File: config.mk
export PLATFORM = sky130hd
export DESIGN_NAME = rr_reg_arbiter_flat
export DESIGN_NICKNAME = d
export VERILOG_FILES = /design/src/rtl/rr_reg_arbiter_if.sv /design/src/rtl/rr_reg_arbiter.sv /design/src/flat_wrapper.sv
export SDC_FILE = /design/constraint.sdc
export NUM_CORES = 1
export LEC_CHECK = 0
export BUFFER_PORTS_ARGS = -buffer_cell sky130_fd_sc_hd__buf_2
export CORE_MARGIN = 2
export CORE_UTILIZATION = 46
export CTS_BUF_LIST = sky130_fd_sc_hd__clkbuf_16
export DETAILED_ROUTE_END_ITERATION = 16
export GPL_ROUTABILITY_DRIVEN = 0
export HOLD_SLACK_MARGIN = 0.06
export PLACE_DENSITY_LB_ADDON = 0.3
export SETUP_SLACK_MARGIN = 0.5
export SLEW_MARGIN = 30
export SYNTH_ARGS = -nofsm -noshare
export SYNTH_HDL_FRONTEND = slang
export SYNTH_SLANG_ARGS = --single-unit
File: constraint.sdc
create_clock -name clk -period 4 [get_ports clk]
set_clock_uncertainty 0.05 [all_clocks]
set_input_delay 0.2 -clock clk [delete_from_list [all_inputs] [get_ports clk]]
set_output_delay 0.2 -clock clk [all_outputs]
set_load 0.03 [all_outputs]
File: src/rtl/rr_reg_arbiter_if.sv
// Handshake bundle between N producers, the round-robin arbiter and one consumer.
// Latency: none (wires only); the arbiter registers out_* one cycle after a grant.
// Backpressure: out_ready low stalls the shared register; the arbiter then drops every gnt.
//
// Ports (slave = arbiter side):
//   req[N], in_data[N*W], out_ready   -> into the arbiter
//   gnt[N], out_valid, out_data[W], out_src[SW] <- out of the arbiter
interface rr_reg_arbiter_if #(
  parameter int N = 4,
  parameter int W = 8
);
  localparam int SW = $clog2(N);

  logic [N-1:0]   req;
  logic [N*W-1:0] in_data;
  logic [N-1:0]   gnt;
  logic           out_valid;
  logic [W-1:0]   out_data;
  logic [SW-1:0]  out_src;
  logic           out_ready;

  // arbiter side
  modport slave (
    input  req, in_data, out_ready,
    output gnt, out_valid, out_data, out_src
  );

  // producer/consumer side
  modport master (
    output req, in_data, out_ready,
    input  gnt, out_valid, out_data, out_src
  );
endinterface

File: src/rtl/rr_reg_arbiter.sv
// Round-robin arbiter sharing one pipeline register between N requesters.
// Latency: a word granted at edge k appears on out_data after edge k (1 cycle); 1 word/cycle sustained.
// Backpressure: out_valid=1 with out_ready=0 forces gnt=0 and holds out_data/out_src stable.
//
// Ports:
//   clk  rising-edge clock
//   rst  synchronous active-high reset; clears register, source and priority pointer, blocks grants
//   bus  rr_reg_arbiter_if.slave: req/in_data/gnt towards producers,
//        out_valid/out_data/out_src/out_ready towards the consumer
module rr_reg_arbiter #(
  parameter int N = 4,
  parameter int W = 8
) (
  input  logic           clk,
  input  logic           rst,
  rr_reg_arbiter_if.slave bus
);
  localparam int SW = $clog2(N);

  logic [SW-1:0] ptr;
  logic [SW-1:0] sel;
  logic [SW-1:0] ptr_nxt;
  logic          load;
  logic          out_valid_q;
  logic [W-1:0]  out_data_q;
  logic [SW-1:0] out_src_q;
  logic [SW:0]   cand;
  logic          found;

  // Unpack the flat input bus into per-requester words for the data mux.
  logic [W-1:0] words [N];
  for (genvar g = 0; g < N; g++) begin : g_words
    assign words[g] = bus.in_data[g*W +: W];
  end

  // Priority search: ptr first, then ptr+1 ... wrapping through N-1 to 0.
  // cand is one bit wider than ptr so the wrap compare works for any N.
  always_comb begin
    found = 1'b0;
    sel   = '0;
    cand  = '0;
    for (int k = 0; k < N; k++) begin
      cand = {1'b0, ptr} + (SW+1)'(k);
      if (cand >= (SW+1)'(N)) begin
        cand = cand - (SW+1)'(N);
      end
      if (!found && bus.req[cand[SW-1:0]]) begin
        found = 1'b1;
        sel   = cand[SW-1:0];
      end
    end
  end

  // Register can take a word when empty or draining this same cycle.
  assign load    = (|bus.req) & (~out_valid_q | bus.out_ready) & ~rst;
  assign ptr_nxt = (sel == SW'(N-1)) ? '0 : sel + 1'b1;

  assign bus.gnt       = load ? (N'(1) << sel) : '0;
  assign bus.out_valid = out_valid_q;
  assign bus.out_data  = out_data_q;
  assign bus.out_src   = out_src_q;

  always_ff @(posedge clk) begin
    if (rst) begin
      out_valid_q <= 1'b0;
      out_data_q  <= '0;
      out_src_q   <= '0;
      ptr         <= '0;
    end else if (load) begin
      out_valid_q <= 1'b1;
      out_data_q  <= words[sel];
      out_src_q   <= sel;
      ptr         <= ptr_nxt;
    end else if (out_valid_q && bus.out_ready) begin
      // Drain with nothing to reload: data/source keep their last values.
      out_valid_q <= 1'b0;
    end
  end
endmodule

File: src/flat_wrapper.sv
// flat-port wrapper written by rule: the top's interface ports become plain ports
module rr_reg_arbiter_flat 
#(
  parameter int N = 4,
  parameter int W = 8
)
  (clk, rst, bus_req, bus_in_data, bus_out_ready, bus_gnt, bus_out_valid, bus_out_data, bus_out_src);
  rr_reg_arbiter_if #(.N(N), .W(W)) bus_i ();
  input  logic clk;
  input  logic rst;
  input wire logic [$bits(bus_i.req)-1:0] bus_req;
  input wire logic [$bits(bus_i.in_data)-1:0] bus_in_data;
  input wire logic [$bits(bus_i.out_ready)-1:0] bus_out_ready;
  output wire logic [$bits(bus_i.gnt)-1:0] bus_gnt;
  output wire logic [$bits(bus_i.out_valid)-1:0] bus_out_valid;
  output wire logic [$bits(bus_i.out_data)-1:0] bus_out_data;
  output wire logic [$bits(bus_i.out_src)-1:0] bus_out_src;
  assign bus_i.req = bus_req;
  assign bus_i.in_data = bus_in_data;
  assign bus_i.out_ready = bus_out_ready;
  assign bus_gnt = bus_i.gnt;
  assign bus_out_valid = bus_i.out_valid;
  assign bus_out_data = bus_i.out_data;
  assign bus_out_src = bus_i.out_src;
  rr_reg_arbiter #(.N(N), .W(W)) u_core (.clk(clk), .rst(rst), .bus(bus_i));
endmodule
# ---- After elaboration in Yosys (flattened, before gate mapping)
# Index checks and enable logic that the tools add are counted.
dict set report totals {
  regBits 13
  in_bits 39
  out_inout_bits 15
  elab_cells 64
}
dict set report op_classes {
  addsub 8
  n_lt_le_gt_ge 9
  n_eq_ne 1
  shift 1
  n_mux 26
  n_bitwise 6
  n_reduce_logical 9
}
# cell count
set ops {}
lappend ops {{2-bit 2-to-1 mux} 9}
lappend ops {{8-bit binary-select mux with 2-bit select} 1}
lappend ops {{8-bit 2-to-1 mux} 2}
lappend ops {{3-bit >= comparator, second input constant} 4}
lappend ops {{2-bit by 3-bit < comparator with 1-bit output, second input constant} 4}
lappend ops {{1-bit 2-to-1 mux} 9}
lappend ops {{1-bit binary-select mux with 2-bit select} 4}
lappend ops {{2-bit by 1-bit subtractor with 2-bit output, second input constant} 4}
lappend ops {{2-bit by 2-bit adder with 3-bit output, second input constant} 2}
lappend ops {{1-bit logical AND} 4}
lappend ops {{4-bit 2-to-1 mux} 1}
lappend ops {{4-bit OR reduction} 1}
lappend ops {{1-bit by 2-bit left shift with 4-bit output, first input constant} 1}
lappend ops {{2-bit by 1-bit adder with 3-bit output, second input constant} 1}
lappend ops {{2-bit by 3-bit >= comparator with 1-bit output, second input constant} 1}
lappend ops {{1-bit zero test} 3}
lappend ops {{2-bit NOT with 3-bit output} 1}
lappend ops {{2-bit by 1-bit adder with 2-bit output, second input constant} 1}
lappend ops {{1-bit bitwise AND} 2}
lappend ops {{2-bit == test, second input constant} 1}
lappend ops {{1-bit NOT} 2}
lappend ops {{2-bit nonzero test} 1}
lappend ops {{1-bit OR} 1}

# ---- Logic depth before layout (Yosys ltp)
# Gate-level depths: netlist of run 1.
dict set report logic_depth {
  depth_word 18
  mapped_depth 7
  ltp_nobuf 5
}

# ---- Worst setup path before layout of run 1
# No wires, ideal clock.
dict set report synth_timing {
  kind {register to output}
  from {reg u_core.ptr[1]}
  to {out bus_gnt[0]}
  arrival_ns 1.450
  required_time_ns 3.750
  setup_slack_ns 2.300
  path_stages_with_launch 5
  n_path_buf 0
  path_cell_list {dfxtp_1 nand2_1 a221o_1 a211oi_4 and2_1}
}
dict set report synth_between {
  elab_chain_len 16
  elab_cells_between_ends 38
  cone_classes {7 x add/sub; 4 x order compare; 1 x shift; 20 x mux; 6 x reduce/logical}
}
# element line_no
set synth_lines {}
lappend synth_lines {{start: declaration} rr_reg_arbiter.sv:20} ;# logic [SW-1:0] ptr;
lappend synth_lines {{start signal: assignment} rr_reg_arbiter.sv:73} ;# ptr <= ptr_nxt;
lappend synth_lines {{branches (longest 13 deep; another with 2-bit by 1-bit adder with 3-bit output)} n/a}
lappend synth_lines {{2-bit 2-to-1 mux *} rr_reg_arbiter.sv:47} ;# if (!found && bus.req[cand[SW-1:0]]) begin
lappend synth_lines {{1-bit by 2-bit left shift with 4-bit output *} rr_reg_arbiter.sv:58} ;# assign bus.gnt = load ? (N'(1) << sel) : '0;
lappend synth_lines {{4-bit 2-to-1 mux *} rr_reg_arbiter.sv:58}
lappend synth_lines {{end: declaration} flat_wrapper.sv:14} ;# output wire logic [$bits(bus_i.gnt)-1:0] bus_gnt;
# Mark *: on every way between the ends. The select of a mux whose other input is x is not followed.

# ---- Final worst setup path of run 1
# Ends and elaborated chain as after synthesis.

==> results by group, run 1 <==
Outcome
  • Outcome: finished, final reports clean

Synthesis
  • Warnings from Yosys: 0
  • Number of flops mapped to enable cells by yosys: 0
  • Syn Area/Cell: 8.615 um2
  • Post-Syn Area: slightly above 900 um2
  • Area leader, netlist: dfxtp_1
  • Most used flip-flop cell after synthesis: dfxtp_1
  • Synth cell types: 35
  • Cells after Synth: 105
  • Synth top area cells: dfxtp_1, mux2i_1, a21boi_0, o211ai_1, and3_2
  • Share of synthesized registers carrying an async set or reset: 0%
  • Register area share after synthesis: around 29%
  • Register bit total from synthesis: 13
  • Syn nets: between 100 and 150
  • Yosys top cell area share: between 20 and 30%

Detailed routing
  • First DRT Iteration DRCs: 5
  • DRT Pass-1 Iters: 4
  • WL final: between 2000 and 2500 um
  • DR WL/cell: about 12 um
  • Via density: between 5 and 6
  • Detail Route Antenna Nets: 0
  • DR vias: about 920
  • Drt drc: 0

Job
  • Max_cap viols: 0

Die
  • Die Y: 48.35 um
  • Core area: 0.001902 mm2
  • Initial Util: ~48%
  • Die X: 48.35 um
  • Ports: 54
  • Row cnt: 16
  • Die Footprint: between 0.002 and 0.0025 mm2

Global route
  • Overall Global Routing Usage: 19.96%
  • Gr busiest metal: met2
  • Largest net degree at the start of global routing: 18
  • GRT overflow: 0
  • Vias in the first global route: 862
  • GR Util met2: about a third
  • Initial antenna violation count: 0
  • Met1 Use GR: approximately 25%
  • First-pass GRT wire length: between 3000 and 4000 um
  • GRT met3 Usage: about 2.8%

Worst setup path
  • Worst-path cell chain: mux2i_1 > o22a_1 > nand2_4 > and2_1 > buf_2
  • Max Fanout on Critical Path: 17
  • Worst path max stage delay: 460 ps
  • Reg2Reg Launch Point: u_core.ptr[1]
  • CP required: between 3000 and 4000 ps
  • R2r setup slk: around 2100 ps
  • Worst Reg-to-Reg Cells: 5
  • CP arrival: between 1500 and 2000 ps
  • Setup CP Type: flip-flop to output pin
  • Slowest library cell on the worst path: o22a_1
  • Startpoint types: flip-flop
  • R2r endpoint: u_core.bus.out_data[6]
  • CP endpoint kind: output pin

Final layout
  • Final cell count without fillers: 184
  • Final core utilization: between 60 and 70%
  • Area grow syn2layout: 35.82%
  • Cell area after layout: about 0.0012 mm2
  • # diodes: 0
  • Layout Nets: 197
  • Share of cells above drive strength 1: a little under half

STA
  • Worst hold slack: between 200 and 250 ps
  • Slew HR: between 60% and 70%
  • Fin Setup TNS: 0 ps
  • Max-slew violations: 0
  • Fin. Hold Viols: 0
  • Fin crit share: between 50% and 60%
  • Setup slack after layout: roughly 1800 ps
  • Setup violations, final: 0
  • Final Critical Period: ~2200 ps
  • Least-Margin Pin Slew: 516.1 ps
  • Fmax: 0.4517 GHz
  • Unrepaired setup endpoints after global routing: no

Pwr
  • Leakage: between 0.6 and 0.7 nW
  • Overall power: around 0.53 mW
  • Worst VDD drop: 236.5 uV
  • Pwr dens: between 400 and 500 mW/mm2

Clocking
  • CTS sink count: 13
  • # resized after CTS: 0
  • Clock tree from TritonCTS: yes
  • H-tree depth: 1
  • CTS Hold Bufs: 0
  • Clk Latency, worst-skew pair: roughly 240 ps
  • Setup bufs post-CTS: 0
  • Clk slew on worst S/H paths: 50 ps
  • Max Root-Sink Buffers: 2
  • Inserted Clock Buffers: 3
  • CTS root buf: clkbuf_16

Placement
  • Placed Cells: 180
  • Port-buffer cells: 53
  • DPL Wire Length: approximately 1700 um
  • DP Area: 0.001149 mm2
  • Dpl ws: roughly 2100 ps

Min path
  • Hold_sp: rst
  • Hold path cells: 2
  • Worst hold path type: input pin to flip-flop
  • Hold endpoint: u_core.bus.out_src[1]
worst max-delay path by stage:
stage                   from         end  slack [ps]  cells after the start
6_report       u_core.ptr[1]  bus_gnt[0]        1790                      5
5_1_grt        u_core.ptr[1]  bus_gnt[0]        1590                      5
3_5_place_dp   u_core.ptr[1]  bus_gnt[0]        2060                      5
4_1_cts        u_core.ptr[1]  bus_gnt[0]        1800                      5
2_1_floorplan  u_core.ptr[1]  bus_gnt[0]        2300                      4
3_3_place_gp   u_core.ptr[1]  bus_gnt[0]        2130                      5
layout by cell type (no fill, tap or decap), types with 2 or more instances in the layout:
cell type	instances
dfxtp_1	13
o21ai_1	2
nand2_1	12
a211oi_1	2
clkbuf_16	3
nor2b_1	3
nor2_1	7
a21oi_1	2
mux2i_1	9
o21ai_0	6
and3_2	6
a21boi_0	9
nand2b_1	2
and2_1	3
o211ai_1	8
buf_2	53
registers in the layout (all words and copies together), names as in the netlist:
signal and cells:
u_core.bus.out_src 2, u_core.ptr 2, u_core.bus.out_valid 1, u_core.bus.out_data 8
kinds of logic (layout without fill, tap and decap cells):
family	Yosys count	count (layout)	synth area share (%)
flip-flops	13	13	28.77
AND/OR/NAND/NOR	42	42	26.70
multiplexers	9	9	9.959
buffers and inverters	6	58	6.499
XOR/XNOR	1	1	0.9684
AO/OA/AOI/OAI	34	34	27.11
routing by layer:
metal | part of all wire [%] | vias to the layer above
li1 | - | 483
met1 | 47 | 409
met2 | 47 | 29
met3 | 5.1 | 2
met4 | 0.59 | 0
met5 | 0 | -
report_power, final:
group	leakage, nW	switching, mW	internal [mW]
registers	0.108	0.0110	0.149
clock network	0.0409	0.0547	0.133
logic	0.458	0.106	0.0717
total	0.607	0.172	0.353
Yosys cell counts (all sizes together) (2+ instances only):
cell / n
a21oi: 2
nor2: 8
dfxtp: 13
a21boi: 9
mux2i: 9
o211ai: 8
buf: 4
nand2: 14
nand2b: 2
nor2b: 3
a211oi: 3
and2: 4
and3: 8
o21ai: 8
worst max-delay path: cells and delay by family, from the launching register on:
family,cells,cell delay [ps]
compound gates,1,460
buf+inv,1,180
flops,1,420
mux,1,250
simple gates,2,410
area by class of cell:
class / instances / area [um2]
clock inverters: 1 / 5.005
repair buffers: 53 / 265.3
multi-input cells: 86 / 585.6
inverters: 1 / 3.754
clock buffers: 3 / 75.07
fillers: 174 / 673.1
well taps: 27 / 33.78
flip-flops and latches: 13 / 260.3
Note: power is estimated with default switching activity, not from simulation.
==> run 2, diff against run 1 <==
--- a/config.mk
+++ b/config.mk
@@ -7,7 +7,7 @@
 export LEC_CHECK = 0
 export BUFFER_PORTS_ARGS = -buffer_cell sky130_fd_sc_hd__buf_2
 export CORE_MARGIN = 2
-export CORE_UTILIZATION = 46
+export CORE_UTILIZATION = 38
 export CTS_BUF_LIST = sky130_fd_sc_hd__clkbuf_16
 export DETAILED_ROUTE_END_ITERATION = 16
 export GPL_ROUTABILITY_DRIVEN = 0
==> constraint.sdc (replaced) <==
create_clock -name clk -period 1.9 [get_ports clk]
set_clock_uncertainty 0.05 [all_clocks]
set_input_delay 0.095 -clock clk [delete_from_list [all_inputs] [get_ports clk]]
set_output_delay 0.095 -clock clk [all_outputs]
set_load 0.03 [all_outputs]
==> results by group, run 2 (synthesis gave the netlist of run 1 again) <==
Outcome
  • Outcome: finished, final reports clean

Worst setup path
  • Worst path max stage delay: approximately 370 ps
  • CP required: 1750 ps
  • Max Fanout on Critical Path: 5
  • Setup CP Type: flip-flop to output pin
  • CP endpoint kind: output pin
  • CP arrival: between 1500 and 2000 ps
  • Worst Reg-to-Reg Cells: 7
  • Reg2Reg Launch Point: u_core.ptr[1]
  • Slowest library cell on the worst path: dfxtp_4
  • Worst-path cell chain: nand2_2 > a221o_1 > a211oi_4 > and2_4 > buf_6
  • R2r setup slk: roughly 230 ps
  • Startpoint types: flip-flop
  • R2r endpoint: u_core.bus.out_data[7]

Final layout
  • FF+latch area: between 200 and 300 um2
  • Fillers: roughly 200
  • Area grow syn2layout: 59.61%
  • Max reg flops: 8
  • Share of cells above drive strength 1: between 50% and 60%
  • Multi-input gate area: around 670 um2
  • Most frequent cells in the layout: buf_2, nand2_1, dfxtp_1
  • Layout Nets: roughly 210
  • Most common cell after layout, fill and taps aside: buf_2
  • # diodes: 0

Global route
  • Initial antenna violation count: 0
  • GRT overflow: 0
  • Largest net degree at the start of global routing: 18
  • Vias in the first global route: 891
  • First-pass GRT wire length: 3864 um
  • Overall Global Routing Usage: 19.93%

STA
  • Fin crit share: 93.89%
  • Unrepaired setup endpoints after global routing: yes
  • Least-Margin Pin Slew: 330.7 ps
  • Slew HR: roughly 78%
  • Setup violations, final: 0
  • Max-slew violations: 0
  • Fin Setup TNS: 0 ps
  • Fmax: ~0.56 GHz
  • Final Critical Period: about 1800 ps
  • Fin. Hold Viols: 0
  • Worst hold slack: roughly 100 ps

Detailed routing
  • First DRT Iteration DRCs: 18
  • Drt drc: 0
  • Detail Route Antenna Nets: 0
  • WL final: ~2600 um
  • DR WL/cell: 13.26 um
  • Via density: between 5 and 6
  • DRT Pass-1 Iters: 4
  • DR vias: 1010

Clocking
  • Clk Latency, worst-skew pair: 240 ps
  • Clk slew on worst S/H paths: ~50 ps
  • CTS root buf: clkbuf_16
  • H-tree depth: 1
  • Clock tree from TritonCTS: yes
  • Inserted Clock Buffers: 3
  • CTS sink count: 13
  • Max Root-Sink Buffers: 2

Pwr
  • NetSw: slightly above 0.4 mW
  • Clock power share: 31.4%
  • Sw frac: about a third
  • Leakage: a little under 0.7 nW
  • Worst VDD drop: 539.7 uV
  • Pint: roughly 0.84 mW
  • Sequential share of power: 27.3%
  • Comb power frac: about 41%
  • Pwr dens: 862.4 mW/mm2

Die
  • Die Footprint: ~0.0028 mm2
  • Ports: 54
  • Initial Util: 40.50%
  • Die Y: between 50 and 60 um
  • Core area: about 0.0022 mm2
  • Die X: 52.79 um
  • Row cnt: 17

Min path
  • Hold endpoint: u_core.ptr[1]
  • Worst hold path type: input pin to flip-flop
  • Hold_sp: rst
  • Hold path cells: 2

Placement
  • Port-buffer cells: 53
  • DPL Wire Length: ~1900 um

Job
  • Max_cap viols: 0
## run 2: cell types whose count changed in the layout (fill, tap and decap cells not counted), moves of 4 or more
cell | before | now
buf_4 | 0 | 6
o21ai_1 | 2 | 6
o21ai_0 | 6 | 0
buf_6 | 0 | 7
## run 2: power by group through the flow
stage                     Combinational, mW  Clock [mW]  Sequential (mW)
after floorplan                       0.235           0            0.407
final                                 0.513       0.392            0.340
after global routing                  0.550       0.412            0.343
after global placement                0.389           0            0.342
after CTS                             0.461       0.403            0.339
after detailed placement              0.396           0            0.344
## run 2: how the worst max path moves through the flow
stage	start	endpoint	slack (ps)	depth (start not counted)
finish	u_core.ptr[1]	bus_gnt[1]	120	5
global placement	u_core.ptr[0]	bus_gnt[0]	200	5
global route	u_core.ptr[1]	bus_gnt[1]	70	5
floorplan	u_core.ptr[1]	bus_gnt[0]	430	4
detailed placement	u_core.ptr[1]	u_core.bus.out_data[2]	160	6
CTS	u_core.ptr[1]	bus_gnt[1]	130	5
## run 2: routing by layer
metal	wire length, um	GRT usage [%]
met1	1123	24.35
met2	1231	31.67
met3	158	3.714
met4	84	12.82
met5	0	0
## run 2: timing repair
action,CTS,global route
pin swaps,5,4
gates resized for setup,20,14
gates cloned,0,0
hold endpoints to repair,0,0
hold buffers,0,0
setup endpoints to repair,13,13
setup buffers,6,4
## run 2: cell type report
cell class,instances,area share [%]
clock buffers,3,5.199
clock inverters,1,0.2600
inverters,1,0.2600
multi-input cells,86,46.19
flip-flops and latches,13,18.37
well taps,28,2.426
repair buffers,64,27.30
## run 2: through the flow
stage               std cells  area [um2]  utilization, %  total power, mW  setup WS (ps)
detailed placement        182        1185           53.05           0.7407          163.3
CTS                       192        1368           61.23            1.203          129.2
global placement          182        1185           53.05           0.7310          203.1
global route              196        1444           64.65            1.305          71.32
finish                    196        1444           64.65            1.245          116.2
floorplan                 105       932.1               -           0.6428          425.8
## run 2: worst max-delay path: cells and delay by family (launching register included)
| family | cells | cell delay, ps |
|---|---|---|
| simple gates | 2 | 250 |
| flops | 1 | 370 |
| buf+inv | 1 | 120 |
| compound gates | 2 | 660 |
